===== config.mk =====
export PLATFORM = sky130hd
export DESIGN_NAME = pipe_ctrl
export DESIGN_NICKNAME = d
export VERILOG_FILES = /design/src/rtl/pipe_ctrl.sv
export SDC_FILE = /design/constraint.sdc
export NUM_CORES = 1
export LEC_CHECK = 0
export CAP_MARGIN = 15
export CORE_MARGIN = 1
export CORE_UTILIZATION = 50
export DETAILED_ROUTE_END_ITERATION = 16
export PLACE_DENSITY = 0.93
export SLEW_MARGIN = 20
export SYNTH_ARGS = -nofsm -noshare
export SYNTH_HDL_FRONTEND = slang
export SYNTH_SLANG_ARGS = --single-unit

===== constraint.sdc =====
create_clock -name clk -period 4.8 [get_ports clk]
set_clock_uncertainty 0.1 [all_clocks]
set_input_delay 0.96 -clock clk [delete_from_list [all_inputs] [get_ports clk]]
set_output_delay 0.96 -clock clk [all_outputs]
set_load 0.01 [all_outputs]

===== src/rtl/pipe_ctrl.sv =====
// Pipeline sequencer: global advance strobe, prioritised redirect/bubble
// steering, run/halt/step/error control, error capture and perf counters.
module pipe_ctrl #(
   parameter int NUM_STAGES   = 4,
   parameter int MODE_WIDTH   = 2,
   parameter int CNT_WIDTH    = 16,
   parameter bit RESET_HALTED = 1'b0
) (
   input  logic                               clk,
   input  logic                               reset,
   input  logic [NUM_STAGES-1:0]              stage_done,
   input  logic [NUM_STAGES-1:0]              stage_error,
   input  logic [NUM_STAGES-1:0]              redirect_req,
   input  logic [NUM_STAGES*MODE_WIDTH-1:0]   redirect_mode,
   input  logic [NUM_STAGES-1:0]              bubble_req,
   input  logic                               halt_req,
   input  logic                               resume_req,
   input  logic                               step_req,
   input  logic                               clear_error,
   input  logic                               cnt_clr,
   output logic [NUM_STAGES-1:0]              stage_enable,
   output logic [NUM_STAGES-1:0]              stage_nop,
   output logic [MODE_WIDTH-1:0]              if_addr_mode,
   output logic [NUM_STAGES-1:0]              redirect_grant,
   output logic                               halted,
   output logic                               error_halt,
   output logic [$clog2(NUM_STAGES)-1:0]      error_stage,
   output logic [CNT_WIDTH-1:0]               adv_cnt,
   output logic [CNT_WIDTH-1:0]               stall_cnt,
   output logic [CNT_WIDTH-1:0]               flush_cnt
);

   localparam int SW = $clog2(NUM_STAGES);

   typedef enum logic [1:0] {
      ST_RUN   = 2'd0,
      ST_HALT  = 2'd1,
      ST_STEP  = 2'd2,
      ST_ERROR = 2'd3
   } state_t;

   localparam state_t RST_STATE = RESET_HALTED ? ST_HALT : ST_RUN;

   state_t          r_state;
   state_t          w_next;
   logic            w_all_done;
   logic            w_any_err;
   logic            w_adv;
   logic [SW-1:0]   w_err_idx;
   logic            w_rd_hit;
   logic            w_bb_hit;
   int              w_rd_idx;
   int              w_bb_idx;
   logic            r_halted;
   logic            r_err_halt;
   logic [SW-1:0]   r_err_stage;
   logic [CNT_WIDTH-1:0] r_adv_cnt;
   logic [CNT_WIDTH-1:0] r_stall_cnt;
   logic [CNT_WIDTH-1:0] r_flush_cnt;

   // Advance decision and next-state selection
   always_comb begin
      w_all_done = &stage_done;
      w_any_err  = |stage_error;
      w_adv      = 1'b0;
      w_next     = r_state;
      case (r_state)
         ST_RUN: begin
            w_adv = w_all_done & ~w_any_err & ~halt_req;
            if (w_any_err)     w_next = ST_ERROR;
            else if (halt_req) w_next = ST_HALT;
            else               w_next = ST_RUN;
         end
         ST_HALT: begin
            if (resume_req)    w_next = ST_RUN;
            else if (step_req) w_next = ST_STEP;
            else               w_next = ST_HALT;
         end
         ST_STEP: begin
            w_adv = w_all_done & ~w_any_err;
            if (w_any_err)     w_next = ST_ERROR;
            else if (w_adv)    w_next = ST_HALT;
            else               w_next = ST_STEP;
         end
         ST_ERROR: begin
            if (clear_error)   w_next = ST_HALT;
            else               w_next = ST_ERROR;
         end
         default: begin
            w_next = RST_STATE;
         end
      endcase
      // enable must drop the instant reset asserts, even mid-step
      stage_enable = {NUM_STAGES{w_adv & reset}};
   end

   // Oldest-wins selection of error, redirect and bubble sources
   always_comb begin
      w_err_idx = {SW{1'b0}};
      w_rd_hit  = 1'b0;
      w_rd_idx  = 0;
      w_bb_hit  = 1'b0;
      w_bb_idx  = 0;
      for (int k = 0; k < NUM_STAGES; k++) begin
         w_err_idx = stage_error[k] ? SW'(k) : w_err_idx;
         w_rd_idx  = (redirect_req[k] && k != 0) ? k : w_rd_idx;
         w_rd_hit  = w_rd_hit | (redirect_req[k] && k != 0);
         w_bb_idx  = bubble_req[k] ? k : w_bb_idx;
         w_bb_hit  = w_bb_hit | bubble_req[k];
      end
   end

   // Steering of nop/mode/grant outputs from the winning request
   always_comb begin
      stage_nop      = {NUM_STAGES{1'b0}};
      redirect_grant = {NUM_STAGES{1'b0}};
      if_addr_mode   = {MODE_WIDTH{1'b0}};
      if (w_rd_hit) begin
         redirect_grant[w_rd_idx] = 1'b1;
         if_addr_mode = redirect_mode[w_rd_idx*MODE_WIDTH +: MODE_WIDTH];
         for (int j = 0; j < NUM_STAGES; j++) begin
            stage_nop[j] = (j >= 1) && (j < w_rd_idx);
         end
      end else if (w_bb_hit) begin
         for (int j = 0; j < NUM_STAGES; j++) begin
            stage_nop[j] = (j <= w_bb_idx);
         end
      end else begin
         stage_nop = {NUM_STAGES{1'b0}};
      end
   end

   // State, status decodes, error capture and performance counters
   always_ff @(posedge clk or negedge reset) begin
      if (!reset) begin
         r_state     <= RST_STATE;
         r_halted    <= RESET_HALTED;
         r_err_halt  <= 1'b0;
         r_err_stage <= {SW{1'b0}};
         r_adv_cnt   <= {CNT_WIDTH{1'b0}};
         r_stall_cnt <= {CNT_WIDTH{1'b0}};
         r_flush_cnt <= {CNT_WIDTH{1'b0}};
      end else begin
         r_state    <= w_next;
         r_halted   <= (w_next == ST_HALT);
         r_err_halt <= (w_next == ST_ERROR);
         if (r_state != ST_ERROR && w_next == ST_ERROR) r_err_stage <= w_err_idx;
         else                                           r_err_stage <= r_err_stage;
         if (cnt_clr) begin
            r_adv_cnt   <= {CNT_WIDTH{1'b0}};
            r_stall_cnt <= {CNT_WIDTH{1'b0}};
            r_flush_cnt <= {CNT_WIDTH{1'b0}};
         end else begin
            if (w_adv) r_adv_cnt <= r_adv_cnt + CNT_WIDTH'(1);
            else       r_adv_cnt <= r_adv_cnt;
            if ((r_state == ST_RUN || r_state == ST_STEP) && !w_all_done && r_stall_cnt != {CNT_WIDTH{1'b1}})
               r_stall_cnt <= r_stall_cnt + CNT_WIDTH'(1);
            else
               r_stall_cnt <= r_stall_cnt;
            if (w_adv && w_rd_hit && r_flush_cnt != {CNT_WIDTH{1'b1}})
               r_flush_cnt <= r_flush_cnt + CNT_WIDTH'(1);
            else
               r_flush_cnt <= r_flush_cnt;
         end
      end
   end

   assign halted      = r_halted;
   assign error_halt  = r_err_halt;
   assign error_stage = r_err_stage;
   assign adv_cnt     = r_adv_cnt;
   assign stall_cnt   = r_stall_cnt;
   assign flush_cnt   = r_flush_cnt;

endmodule


* Yosys cells after proc, flatten, opt, wreduce, memory -nomap -nowiden
Cells that the tools add are included.
Word-level totals: register bits 54, input bits 31, word-level logic and storage cells 82
Cells by class: add/sub/neg operators 3, order comparisons 9, eq/ne operators 8, shifts and indexed selects 1, multiplexer cells 30, bitwise gates (word level) 10, reductions and logical operators 14
Operator list (number):
- $mux 16 | 6
- $add 16x1->16 const B | 3
- $ne 16x16->1 const B | 2
- $mux 2 | 13
- $mux 4 | 3
- $pmux 2 s4 | 1
- $shiftx 8x4->2 | 1
- $eq 2x2->1 const B | 3
- $logic_and 1x1->1 | 6
- $reduce_bool 2->1 | 3
- $mux 1 | 5
- $or 1x1->1 | 5
- $eq 2x1->1 const B | 2
- $le 1x2->1 const A | 2
- $le 2x2->1 const A | 2
- $lt 2x2->1 const A | 2
- $reduce_and 4->1 | 1
- $reduce_or 4->1 | 1
- $and 1x1->1 | 3
- $lt 2x3->1 const B | 1
- $demux 1 s2 | 1
- $ge 2x1->1 const B | 1
- $logic_not 2->1 | 1
- $lt 1x2->1 const A | 1
- other kinds (5) | 6

* Longest topological paths before layout
word-level depth 9, depth in mapped cells 7

* Worst setup path after synthesis
Ideal clock, no wire load.
path kind in2out, start point in stage_error[1], end point out stage_enable[1], data arrival time 2.298 ns, data required time 3.740 ns, setup slack 1.442 ns, cell stages on the path 4, path through or4_4 -> nor4_4 -> and2_1 -> buf_4
Between the ends: cells in the longest elaborated chain, start to end 6
RTL lines:
- start, declared | line 12 | input logic [NUM_STAGES-1:0] stage_error,
- $reduce_or 4->1 * | line 64 | w_any_err = |stage_error;
- $not 1->1 * | line 69, 80
- $and 1x1->1 * | line 69, 80
- $and 1x1->1 | line 69 | w_adv = w_all_done & ~w_any_err & ~halt_req;
- $pmux 1 s2 * | line 67 | case (r_state)
- $and 1x1->1 * | line 94 | stage_enable = {NUM_STAGES{w_adv & reset}};
- end, declared | line 21 | output logic [NUM_STAGES-1:0] stage_enable,
Every way passes the cells marked *; elsewhere a longest branch is shown, timed or not.

* Worst setup path after layout
start point in stage_error[1], end point out stage_enable[0]
The elaborated chain is that of the path after synthesis.

==> run metrics <==
outcome finished clean; GR Util met1 0.291; Post-Syn Instances 327; share of synthesized flip-flops with an asynchronous set or reset 1.00; final hold violations 0; final setup violation count 0; Hold Crit Start error_stage[1]; largest net degree at the start of global routing 55; GRT Max-Usage Layer met2; Fill cells between 400 and 500; Post-CTS Setup Bufs 0; initial antenna violation count 0; CTS tree yes; Final Cell Area approximately 4000 µm²; GRT Total Usage 0.228; peak supply drop 0.190 mV; Antenna Nets Post-Route 0; RSZ-0062 raised after global routing no; ant diodes 0; Critical path origin stage_error[1]; Post-CTS Resized 0; reg2reg start flush_cnt[4]; commonest cells after routing, fill and taps aside clkdlybuf4s50_1, dfrtp_1, nor2_1; GRT met2 Usage 0.394; commonest non-fill, non-tap cell in the layout clkdlybuf4s50_1; placed cell areas just under 4000 µm²; Starting Density 0.529; CTS max path bufs 2; via-per-instance ratio ~5.7; post-layout util 0.715; Synth Cell Area ~3000 µm²; fmax ~240 MHz; total grt overflow 0; number of synthesized register bits 54; crit path DAT 3.09 ns; htree depth 2; width of the die between 70 and 80 µm; clock root cell clkbuf_8; I/O pin count just under 100; TritonCTS Buffers 5; Worst Hold Class flop to flop; Pwr Density approximately 250 nW/µm²; Port Buf Inserts a little over 90; DR WL/cell about 14 µm; Core Region about 5600 µm²; Worst-Skew Late Latency ~0.3 ns; CP required ~3.7 ns; Post-synth EDFFs 0; clock-pin slew on the worst setup and hold paths about 0.09 ns; share of the synthesized area in the top cell type 0.453; drt first pass iters 4; Tmin final just over 4 ns; critical path type input pin to output port; post-synthesis sequential area ratio 0.453; pre-CTS WS 0.651 ns; full die area between 6000 and 7000 µm²; dpl hpwl 5.06 mm; Final Max Slew Viols 0; via count of the first global-routing pass ~2500; first-pass GRT wire length around 11 mm; # DRC 0; final non-filler cell total 485; Routability Congestion between 0.7 and 0.8; post-synth top area cell dfrtp_1; setup slack after layout 0.651 ns; Syn Area/Cell between 9 and 10 µm²; final worst-path cycle share 0.864; initial drt markers 216; Synth area leaders dfrtp_1, xnor2_1, nor2_1, nand3_1, nor3_1; met3 Use GR 0.0414; Max-Cap Viols 0; row count 27; critical path peak fanout 4; Syn Nets roughly 360; Hold-fix buffers, CTS 0; CP startpoint kind input pin; setup TNS 0 ns; Cell variety after synth 46; Setup crit end kind output port; DIE HEIGHT just under 80 µm; reg-to-reg slack, setup 2.14 ns; worst slew margin relative to its limit 0.378; measured slew at the worst slew-check pin 0.925 ns; clock sinks 54; DRT Wirelength 6.90 mm; share of post-route cells with drive strength above 1 0.0533; # nets final between 400 and 500; YS warnings 0; P&R area growth vs syn 35.2%; Top FF cell, synth dfrtp_1; Pleak ~1.5 nW; vias ~2800; DP Cell Count 477
[cell type report]
type                            instances  area, µm²  area share
Multi-Input combinational cell        248       1520       0.376
Sequential cell                        54       1350       0.335
Timing Repair Buffer                   95        938       0.233
Clock buffer                            7       96.3      0.0239
Tap cell                               72       90.1      0.0223
Inverter                                8       30.0     0.00745
Clock inverter                          1       8.76     0.00217
[stage by stage]
stage	hold WS (ns)	power [mW]
after floorplan	0.440	0.616
after global placement	0.393	0.716
after detailed placement	0.414	0.728
after CTS	0.437	1.01
after global routing	0.480	1.05
final	0.426	0.999
[path summary, 6_finish.rpt]
path | cells past startpoint | end
max | 5 | stage_enable[0]
min | 2 | error_stage[1]
max in group asynchronous | 2 | flush_cnt[12]
max reg2reg | 5 | flush_cnt[13]
min reg2reg | 2 | error_stage[1]
min in group asynchronous | 2 | stall_cnt[10]
[cell usage after synthesis, drive strengths merged (2+ instances only)]
library cell	instances
dfrtp	54
o21ai	15
xor2	4
nor2b	5
o31ai	2
inv	8
a21oi	14
nand2b	3
or4	4
xnor2	28
nor3	15
nand3	19
nand2	19
nand4	5
and2	5
nor2	49
nor4b	2
or3	8
o2111ai	2
nor4	14
a311oi	3
ha	3
and3	5
and4	4
mux2i	3
a22oi	2
buf	7
a31oi	3
clkbuf	10
[cell families after synthesis]
family,share of synthesized area
AOI/OAI and AO/OA,0.0973
adders and majority gates,0.0126
DFF,0.453
other,0.00126
and+or+nand+nor,0.289
xor gates and xnor gates,0.0940
muxes,0.0138
buffers and inverters,0.0386
[flip-flops by register name, summed over array words and instances, names as in the netlist]
register	count
flush_cnt	16
error_halt	1
error_stage	2
stall_cnt	16
halted	1
adv_cnt	16
r_state	2
[critical path, cell delays in order]
cell	delay [ns]
clkdlybuf4s50_1	0.45
or4_4	0.59
nor4_4	0.31
and2_1	0.22
clkdlybuf4s50_1	0.55
[layer usage]
layer	vias up	routed length, µm
met5	-	0
met4	0	79
met3	12	467
met2	109	3410
met1	1322	2940
li1	1325	-
[report_power, final]
group	internal, mW	total (mW)	leakage, nW	switching (mW)
sequential	0.486	0.521	0.740	0.0350
combinational	0.103	0.197	0.723	0.0945
clock	0.133	0.281	0.0544	0.148
total	0.721	0.999	1.52	0.278
(Power assumes the default switching activity.)
==> patch 1: new RTL, config.mk and constraints unchanged <==
Remove the register `r_err_halt`: a continuous assignment takes its place, so the output `error_halt` follows one clock earlier.
--- a/src/rtl/pipe_ctrl.sv
+++ b/src/rtl/pipe_ctrl.sv
@@ -135,7 +135,6 @@
       if (!reset) begin
          r_state     <= RST_STATE;
          r_halted    <= RESET_HALTED;
-         r_err_halt  <= 1'b0;
          r_err_stage <= {SW{1'b0}};
          r_adv_cnt   <= {CNT_WIDTH{1'b0}};
          r_stall_cnt <= {CNT_WIDTH{1'b0}};
@@ -143,7 +142,6 @@
       end else begin
          r_state    <= w_next;
          r_halted   <= (w_next == ST_HALT);
-         r_err_halt <= (w_next == ST_ERROR);
          if (r_state != ST_ERROR && w_next == ST_ERROR) r_err_stage <= w_err_idx;
          else                                           r_err_stage <= r_err_stage;
          if (cnt_clr) begin
@@ -165,6 +163,8 @@
       end
    end
 
+   assign r_err_halt = (w_next == ST_ERROR);
+
    assign halted      = r_halted;
    assign error_halt  = r_err_halt;
    assign error_stage = r_err_stage;
Behaviour: not the same (a bounded check fails within 4 cycles, from zero or initial values and one cycle with reset low).
==> patch 1 against the unedited design <==
Design area is essentially flat. Setup slack lost 71 ps. Routed wire length grew 4.5%. Synthesized area grew 0.50%. Sequential cell count shrank 1. Maximum frequency shrank 1.7%. Utilization shrank 0.066 points. Total power shrank 4.4%.
==> patch 1: results (changes against the unedited design) <==
| Metric | Value |
|---|---|
| Met2 usage | `41.1% (was 39.4%)` |
| Area contributors post-synth | `dfrtp_1 44%, nor2_1 6.4%, xor2_1 5.3% (was dfrtp_1 45%, xnor2_1 8.2%, nor2_1 6.2%)` |
| Relative slew slack | `44.5% (was 37.8%)` |
| Compound-gate portion of the synthesized area | `8.01% (was 9.73%)` |
| Internal power | `678 uW (was 721 uW)` |
| Combinational power share | `21.4% (was 19.7%)` |
| Clock-cell share of area | `2.05% (was 2.61%)` |
| Routed wire length on met2 | `3610 um (was 3410 um)` |
| Register share of the cell area | `32.9% (was 33.5%)` |
| Proportion of layout cells with a drive suffix above 1 | `5.71% (was 5.33%)` |
| Post-Place Cell Area | `3950 um^2 (was 3930 um^2)` |
| Clock H-tree levels | `2 (unchanged)` |
| LEAKAGE | `1.56 nW (was 1.52 nW)` |
| Routability cong. | `0.842 (was 0.796)` |
| Status | `complete, no violations (unchanged)` |
| Total track usage | `24.5% (was 22.8%)` |
| Setup WS pre-CTS | `554 ps (was 651 ps)` |
| Sequential Power | `509 uW (was 521 uW)` |
| Cell total after placement | `484 (was 477)` |
| Met1 GRT Util | `31.8% (was 29.1%)` |
| Syn_nets | `367 (was 361)` |
| Clock buffers | `6 (was 7)` |
| Final WL | `7210 um (was 6900 um)` |
| Vias in the first global route | `2691 (was 2497)` |
| Post-Route M1 WL | `3000 um (was 2940 um)` |
| CP arrival | `3160 ps (was 3090 ps)` |
| Signal buf overhead | `23.2% (was 23.3%)` |
| Worst VDD drop | `0.177 mV (was 0.190 mV)` |
| Syn Area/Cell | `9.00 um^2 (was 9.12 um^2)` |
| DRT iter0 DRCs | `134 (was 216)` |
| HPWL Detailed | `5300 um (was 5060 um)` |
| Area of the multi-input gates | `1570 um^2 (was 1520 um^2)` |
| Slowest cell on crit path | `clkdlybuf4s50_1 (was or4_4)` |
| Wire per inst | `14.7 um (was 14.2 um)` |
| Synth Area in XOR/XNOR | `9.35% (was 9.40%)` |
| M3 GR Usage | `5.60% (was 4.14%)` |
| NumNets Final | `453 (was 446)` |
| P per Cell Area | `237 nW/um^2 (was 248 nW/um^2)` |
| Non-clock inverter count | `6 (was 8)` |
| Multi-Input Combinational | `258 (was 248)` |
| Metal3 WL | `496 um (was 467 um)` |
| FF+latch count, synth | `53 (was 54)` |
| Post-synthesis mux area share | `1.04% (was 1.38%)` |
| Postcts setup bufs | `0 (unchanged)` |
| Fraction of area in multi-input gates | `39.0% (was 37.6%)` |
| Synth top cells by count | `53 x dfrtp_1, 51 x nor2_1, 25 x nand4_1 (was 54 x dfrtp_1, 49 x nor2_1, 28 x xnor2_1)` |
| First-pass GRT wire length | `12200 um (was 11300 um)` |
| Largest net degree at the start of global routing | `54 (was 55)` |
==> patch 1: cell types whose count changed after synthesis, sizes merged, moves of 3 or more <==
| cell | before | now |
|---|---|---|
| nor3b | 1 | 5 |
| nand4 | 5 | 25 |
| nor4 | 14 | 7 |
| a311oi | 3 | 0 |
| xor2 | 4 | 18 |
| xnor2 | 28 | 14 |
| nand3 | 19 | 16 |
==> patch 1: worst paths after layout <==
| check | from | end | slack [ps] | cells past startpoint |
|---|---|---|---|---|
| setup / recovery | stage_error[2] | stage_enable[3] | 580 | 5 |
| hold / removal | error_stage[1] | error_stage[1] | 420 | 2 |
| max in group asynchronous | reset | stall_cnt[3] | 3460 | 2 |
| min in group asynchronous | reset | adv_cnt[4] | 710 | 2 |
| hold reg to reg | error_stage[1] | error_stage[1] | 420 | 2 |
| setup reg to reg | flush_cnt[13] | flush_cnt[3] | 2510 | 5 |
==> patch 2: new RTL, config.mk and constraints unchanged <==
Without the edit above. The parameter `MODE_WIDTH` goes from 2 to 4.
--- a/src/rtl/pipe_ctrl.sv
+++ b/src/rtl/pipe_ctrl.sv
@@ -2,7 +2,7 @@
 // steering, run/halt/step/error control, error capture and perf counters.
 module pipe_ctrl #(
    parameter int NUM_STAGES   = 4,
-   parameter int MODE_WIDTH   = 2,
+   parameter int MODE_WIDTH   = 4,
    parameter int CNT_WIDTH    = 16,
    parameter bit RESET_HALTED = 1'b0
 ) (
Interface: changed (resized if_addr_mode and redirect_mode); port bits go from 97 to 107. No check against the original RTL was run, so the function may have changed too.
==> patch 2 against the unedited design <==
Design area increased by 1.6%. Count of clock-buffer cells in the layout decreased by 2. Largest cell class unchanged. Sequential cell count unchanged. Synthesized area increased by 0.38%. Critical path depth unchanged. Critical path type unchanged. Routed wire length increased by 5.4%. Critical endpoint unchanged. Global-route usage increased by 1.2 points. Combinational power increased by 5%. Setup slack got worse by 96 ps. Total power decreased by 3.5%.
==> patch 2: results (changes against the unedited design) <==
| Metric | Value |
|---|---|
| Total track usage | `24.0% (was 22.8%)` |
| Sw frac | `27.8% (about the same)` |
| Proportion of layout cells with a drive suffix above 1 | `4.03% (was 5.33%)` |
| Netlist cell types | `43 (was 46)` |
| Post-Place Cell Area | `4010 um^2 (was 3930 um^2)` |
| Status | `complete, no violations (unchanged)` |
| Ys Warns | `0 (unchanged)` |
| DRT iter0 DRCs | `208 (was 216)` |
| Hold Worst Slack | `420 ps (was 426 ps)` |
| Met2 usage | `42.2% (was 39.4%)` |
| CP arrival | `3180 ps (was 3090 ps)` |
| NumNets Final | `464 (was 446)` |
| Worst-Margin Slew | `667 ps (was 925 ps)` |
| Post-Route M1 WL | `2960 um (was 2940 um)` |
| Met1 GRT Util | `29.3% (was 29.1%)` |
| Register share of the cell area | `33.0% (was 33.5%)` |
| First-pass GRT wire length | `12100 um (was 11300 um)` |
| Seq_cells | `54 (unchanged)` |
| Chip width | `79.4 um (was 79.2 um)` |
| Largest stage delay, worst path | `~580 ps` |
| Area contributors post-synth | `dfrtp_1 45%, nor2_1 5.4%, xor2_1 5.0% (was dfrtp_1 45%, xnor2_1 8.2%, nor2_1 6.2%)` |
| Syn_nets | `373 (was 361)` |
| Worst r2r src | `r_state[0] (was flush_cnt[4])` |
| HPWL Detailed | `5330 um (was 5060 um)` |
| Ant diodes | `0 (unchanged)` |
| LEAKAGE | `1.63 nW (was 1.52 nW)` |
| Wire per inst | `14.7 um (was 14.2 um)` |
| Reg2reg setup slack | `2330 ps (was 2140 ps)` |
| Routability cong. | `0.810 (was 0.796)` |
| Worst VDD drop | `0.245 mV (was 0.190 mV)` |
| M3 GR Usage | `5.83% (was 4.14%)` |
| Area of the multi-input gates | `1520 um^2 (about the same)` |
| Sequential-to-total area share from yosys stat | `45.1% (was 45.3%)` |
| Signal buf overhead | `25.0% (was 23.3%)` |
| Vias in the first global route | `2687 (was 2497)` |
| Port Buffers | `100 (was 92)` |
| Via count | `2880 (was 2768)` |
| Routed wire length on met2 | `3740 um (was 3410 um)` |
| Fill cells | `418 (was 429)` |
| Bufs w/o clock | `104 (was 95)` |
| Synth top cells by count | `54 x dfrtp_1, 43 x nor2_1, 23 x a21oi_1 (was 54 x dfrtp_1, 49 x nor2_1, 28 x xnor2_1)` |
| Reg2reg end | `stall_cnt[15] (was flush_cnt[13])` |
| Clock-cell share of area | `1.92% (was 2.61%)` |
patch 2: through the flow:
step	std cells	worst slack [ps]
global route	494	461
detailed placement	486	582
floorplan	331	1140
finish	494	555
CTS	493	536
global placement	486	615
patch 2: power groups by stage:
| stage | sequential [mW] | combinational, mW | clock [mW] |
|---|---|---|---|
| after floorplan | 0.523 | 0.0903 | 0 |
| after global placement | 0.523 | 0.199 | 0 |
| after detailed placement | 0.524 | 0.210 | 0 |
| after CTS | 0.515 | 0.210 | 0.247 |
| after global routing | 0.521 | 0.230 | 0.267 |
| final | 0.516 | 0.207 | 0.241 |
patch 2: cell families after synthesis:
family / Yosys count / synth area share (%)
AO/OA/AOI/OAI: 62 / 12.1
XOR/XNOR: 23 / 6.73
adder cells (fa/ha/maj): 3 / 1.25
buffers and inverters: 28 / 4.26
flip-flops: 54 / 45.1
multiplexers: 5 / 1.80
other: 1 / 0.125
AND/OR/NAND/NOR: 155 / 28.6
